[src/rtl/fetch_unit.sv]
// Instruction-fetch and PC-sequencing stage: owns the PC, fetches one
// instruction at a time and holds it until the core retires it. The next PC
// is resolved from branch/jump/zero/imm_ext on the retiring edge. A taken
// target that is not word-aligned parks the unit in a sticky trap state
// that only reset clears.
module fetch_unit #(
    parameter int unsigned     XLEN     = 32,
    parameter logic [XLEN-1:0] RESET_PC = 32'h0000_0000
) (
    input  logic            clk,
    input  logic            rst_n,
    output logic            imem_req,
    output logic [XLEN-1:0] imem_addr,
    input  logic            imem_ready,
    input  logic [31:0]     imem_rdata,
    output logic [31:0]     instr,
    output logic            instr_valid,
    output logic [XLEN-1:0] pc,
    output logic [XLEN-1:0] pc_plus4,
    input  logic            retire,
    input  logic            branch,
    input  logic            jump,
    input  logic            zero,
    input  logic [XLEN-1:0] imm_ext,
    output logic            misalign_trap
);

    typedef enum logic [1:0] {
        ST_RESET_WAIT = 2'b00,
        ST_FETCH      = 2'b01,
        ST_HOLD       = 2'b10,
        ST_TRAP       = 2'b11
    } state_e;

    localparam logic [31:0]     NOP_INSTR = 32'h0000_0013;
    localparam logic [XLEN-1:0] PC_STEP   = {{(XLEN-3){1'b0}}, 3'b100};

    state_e          state_q, state_d;
    logic [XLEN-1:0] pc_q, pc_d;
    logic [31:0]     instr_q, instr_d;
    logic            instr_valid_q, instr_valid_d;
    logic            imem_req_q, imem_req_d;
    logic            trap_q, trap_d;
    logic            pc_src_s;
    logic [XLEN-1:0] next_pc_s;

    // Next-PC candidate; only consumed on a retiring edge in HOLD.
    always_comb begin
        pc_src_s  = (branch & zero) | jump;
        next_pc_s = pc_src_s ? (pc_q + imm_ext) : (pc_q + PC_STEP);
    end

    // Next-state and next-output logic; every register holds by default.
    always_comb begin
        state_d       = state_q;
        pc_d          = pc_q;
        instr_d       = instr_q;
        instr_valid_d = instr_valid_q;
        imem_req_d    = imem_req_q;
        trap_d        = trap_q;
        case (state_q)
            ST_RESET_WAIT: begin
                // Request is raised one edge after reset release.
                state_d    = ST_FETCH;
                imem_req_d = 1'b1;
            end
            ST_FETCH: begin
                if (imem_ready) begin
                    instr_d       = imem_rdata;
                    instr_valid_d = 1'b1;
                    imem_req_d    = 1'b0;
                    state_d       = ST_HOLD;
                end else begin
                    imem_req_d = 1'b1;
                end
            end
            ST_HOLD: begin
                if (retire) begin
                    instr_valid_d = 1'b0;
                    if (next_pc_s[1:0] != 2'b00) begin
                        // PC stays on the faulting instruction.
                        trap_d  = 1'b1;
                        state_d = ST_TRAP;
                    end else begin
                        pc_d       = next_pc_s;
                        imem_req_d = 1'b1;
                        state_d    = ST_FETCH;
                    end
                end else begin
                    imem_req_d = 1'b0;
                end
            end
            ST_TRAP: begin
                imem_req_d    = 1'b0;
                instr_valid_d = 1'b0;
                trap_d        = 1'b1;
            end
            default: begin
                state_d       = ST_RESET_WAIT;
                imem_req_d    = 1'b0;
                instr_valid_d = 1'b0;
            end
        endcase
    end

    // State and output registers with asynchronous active-low reset.
    always_ff @(posedge clk or negedge rst_n) begin
        if (!rst_n) begin
            state_q       <= ST_RESET_WAIT;
            pc_q          <= RESET_PC;
            instr_q       <= NOP_INSTR;
            instr_valid_q <= 1'b0;
            imem_req_q    <= 1'b0;
            trap_q        <= 1'b0;
        end else begin
            state_q       <= state_d;
            pc_q          <= pc_d;
            instr_q       <= instr_d;
            instr_valid_q <= instr_valid_d;
            imem_req_q    <= imem_req_d;
            trap_q        <= trap_d;
        end
    end

    assign imem_req      = imem_req_q;
    assign imem_addr     = pc_q;
    assign instr         = instr_q;
    assign instr_valid   = instr_valid_q;
    assign pc            = pc_q;
    assign pc_plus4      = pc_q + PC_STEP;
    assign misalign_trap = trap_q;

endmodule

[config.mk]
export PLATFORM = sky130hd
export DESIGN_NAME = fetch_unit
export DESIGN_NICKNAME = d
export VERILOG_FILES = /design/src/rtl/fetch_unit.sv
export SDC_FILE = /design/constraint.sdc
export NUM_CORES = 1
export LEC_CHECK = 0
export CAP_MARGIN = 40
export CORE_ASPECT_RATIO = 0.9
export CORE_MARGIN = 4
export CORE_UTILIZATION = 46
export CTS_CLUSTER_SIZE = 28
export DETAILED_ROUTE_END_ITERATION = 8
export PLACE_DENSITY = 0.83
export SLEW_MARGIN = 5
export SYNTH_ARGS = -nofsm -noshare
export SYNTH_HDL_FRONTEND = slang
export SYNTH_SLANG_ARGS = --single-unit
[constraint.sdc]
create_clock -name clk -period 4 [get_ports clk]
set_input_delay 1 -clock clk [delete_from_list [all_inputs] [get_ports clk]]
set_output_delay 1 -clock clk [all_outputs]
set_load 0.02 [all_outputs]
==> reports/results.txt <==
The post-synthesis instance area was 0.00542 mm^2; the initial antenna violation count was 0. At the worst endpoint, the arrival time is 2870 ps. At the later pin of the worst-skew pair, clock insertion delay measures 330 ps. The total area inside the core boundary comes to 0.0115 mm^2. The tools report the global-route wire length before repair as 27,600 um. The yosys synthesis warning count is 0, and the count of vias placed by the detailed router is 5,405.

Across the VDD grid, the largest voltage drop is 0.000431 V. Last weighted congestion value of the routability-driven placer: 1.01. Setup violations remaining at the end of the flow were counted as 0. Buffers placed on the I/O ports in this run total 201. The finished cells cover 0.00777 mm^2.

Relative slew slack: 60.6%. Using the TritonRoute via totals, the vias-per-cell ratio works out to 5.68. The run gives 0 as the count of nets left with antenna violations after detail routing. The number of DRC violations after detailed routing is 0, and the internal power is 3.55 mW. The max-slew violation count was 0; the final worst-path cycle share was 96.7%. The sequential cell fraction of total power was 21.8%; the overall overflow remaining after global route was 0. In this run, synthesis inferred 0 flip-flops with an integrated enable.

When the netlist entered floorplanning its net count stood at 726. The final-report hold violation count was 0; the setup clock skew after layout was 6.68 ps. The floorplan has 37 rows.

The total of max-cap violations is 0. The clock network burns 12.5% of the power. Setup slack on the critical path of the routed design comes to 130 ps. The number of buffers inserted to repair setup after CTS came out at 0.

The height of the die works out to 111 um. The worst setup path is captured at an output pin. In this run the count of I/O pins placed on the die edge is 202. STA classifies the critical path startpoint as a register. The run gives 4 as the number of instances resized during post-cts repair. For the combinational share of power, the log shows 65.7%.

The class of the most critical setup path is register to output pin. For this run, the leading register cell type out of synthesis is dfrtp_1. The post-synthesis to final-layout area growth works out to 43.5%.

TritonCTS built the clock tree. Cells with a size suffix above 1 make up 10.7% of the layout. The total global-route track usage was 25.0%. The type of the worst min-delay path was register to register.

Time the final worst path needs with I/O delays and setup: 3870 ps. The run gives 17,400 um as the wire length reported by the detailed router. Dividing the detail-routed wire length by the instance count gives 18.3 um. The power density over cell area was 836 mW/mm^2; the clock slew at the register clock pins of the worst setup and hold paths was 50 ps. The first detailed-routing pass took 6 iterations.

Counting every sink on the clock net gives 69. The run gives 5,445 as the via count of the first global-routing pass. After the last flow step, the layout net total stands at 898. Prior to clock tree synthesis, the placed netlist has a worst setup slack of -11.7 ps.

For the pin with the worst max-slew slack, the measured transition is 588 ps. The die is 122 um wide. Across all register-to-register paths, the minimum setup slack is 840 ps. The HPWL after detailed placement is 13,500 um, and the number of distinct standard cells referenced by the synthesized netlist is 56. Based on the critical path, the design can be clocked at up to 258 MHz. Setup repair after global routing left no endpoint under its margin.

Entering global routing, the biggest net connects 48 pins. The number of standard cells after synthesis is 618, and the starting density of the core is 47.2%. The H-tree was split into 3 levels.

The number of register bits inferred by synthesis was 69. The register area share after synthesis is 32.0%, and the mean instance size in the synthesized netlist is 8.76 um^2. The flow ran to the end, and the final reports show no timing, DRC or antenna violations.

The diode insertion count for antenna repair was 0; the net switching component of the power was 2.94 mW. After detailed placement, the total cell area comes to 0.00745 mm^2. The die covers 0.0136 mm^2. The run gives 3.37 nW as the leakage component of the power. The clock passes through at most 2 buffers. The TritonCTS buffer count came out at 9.

The biggest fanout along the worst timing path was 7. The switching share of power is 45.3%. The critical path data required time is 3000 ps, and the number of DRC markers after the initial detailed-route iteration is 376.

In this run, post-CTS hold repair placed 0 buffers. For this run, asynchronously set or reset flops after synthesis account for 100%. The root buffer cell chosen for the clock tree is clkbuf_16.
-- power groups by stage --
stage	logic, mW	registers [mW]	clock network [mW]
finish	4.27	1.42	0.811
global route	4.56	1.47	0.856
CTS	4.26	1.41	0.819
detailed placement	4.24	1.42	0
global placement	4.13	1.38	0
floorplan	2.23	1.75	0
-- routing by layer --
metal	GRT usage [%]	share of wire [%]	vias to the layer above
li1	-	-	2535
met4	9.03	2.6	0
met1	31.4	41	2558
met2	41.9	48	271
met3	5.26	8.9	41
met5	0	0	-
-- area by class of cell --
type,instances,area [um^2]
inverter,12,45.0
tap,156,195
multi-input combinational,474,3280
sequential,69,1730
fill,875,3710
timing repair buffer,224,2210
clock inverter,6,62.6
clock buffer,10,239
-- final timing paths --
kind                                       to  depth (start not counted)          from
min in group asynchronous        imem_addr[9]                          1         rst_n
max in group asynchronous            instr[7]                          3         rst_n
worst min register to register       instr[8]                          1      instr[8]
worst max-delay path             pc_plus4[20]                          8  imem_addr[3]
worst min-delay path                 instr[8]                          1      instr[8]
worst max register to register  imem_addr[24]                         11  imem_addr[0]
-- layout by cell type (no fill, tap or decap), types with 3 or more instances in the layout --
cell	n
buf_4	21
o21ai_0	33
xnor2_1	31
dfstp_2	3
nand2_1	48
o31ai_1	6
o21ai_1	15
and4_1	8
nor4_1	3
clkdlybuf4s50_1	193
inv_1	12
nor3_1	7
o22ai_1	4
and2_1	6
nor2_1	42
dfrtp_1	66
clkinv_2	3
a22oi_1	7
clkbuf_16	9
a21oi_1	62
a31oi_1	3
nand3_1	17
ha_1	36
dlymetal6s2s_1	5
xor2_1	22
and3_1	11
nor2b_1	7
nand4_1	10
a21o_1	21
o21bai_1	4
o211ai_1	5
mux2_2	33
-- sequential cells by signal, summed over array words and instances, names as in the netlist --
name           flops
imem_addr         32
instr             32
state_q            2
imem_req           1
instr_valid        1
misalign_trap      1
-- worst max-delay path, cell delays in order, from the launching register on --
cell	delay (ps)
dfrtp_1	360
ha_1	220
and4_1	280
and3_1	190
and3_1	210
buf_4	180
nand3_1	100
xnor2_1	330
clkdlybuf4s50_1	670
-- kinds of logic (layout without fill, tap and decap cells) --
family	Yosys count	in the layout	synth area share [%]
multiplexers	35	35	7.23
AO/OA/AOI/OAI	178	178	19.9
adder cells (fa/ha/maj)	37	37	8.69
XOR/XNOR	53	53	8.57
buffers and inverters	75	252	7.72
flip-flops	69	69	32.0
AND/OR/NAND/NOR	171	171	15.9
-- synthesized netlist by cell type, types with 6 or more instances --
master / instances / area (um^2)
xor2_1: 22 / 193
nand2_1: 48 / 180
o21ai_0: 33 / 165
and2_1: 6 / 37.5
nor3_1: 7 / 35.0
nor2_1: 42 / 158
dfrtp_1: 66 / 1650
buf_4: 36 / 270
o31ai_1: 6 / 45.0
o21ai_1: 15 / 75.1
and3_1: 12 / 75.1
clkbuf_1: 20 / 75.1
and4_1: 8 / 70.1
mux2_2: 33 / 372
a22oi_1: 7 / 52.6
ha_1: 36 / 450
a21oi_1: 63 / 315
nand4_1: 10 / 62.6
nor2b_1: 8 / 50.1
buf_1: 6 / 22.5
a21o_1: 21 / 158
nand3_1: 17 / 85.1
xnor2_1: 31 / 272
inv_1: 12 / 45.0
-- per-stage QoR --
step                      hold slack, ps  utilization, %  std cells  TNS (ps)  power [mW]
after global routing                 520            67.7        951         0        6.88
after floorplan                      526               -        618         0        3.98
final                                500            67.7        951         0        6.49
after CTS                            498            67.6        951         0        6.49
after global placement               463            64.7        934         0        5.51
after detailed placement             485            64.9        935     -12.0        5.66
(Power assumes the default switching activity.)
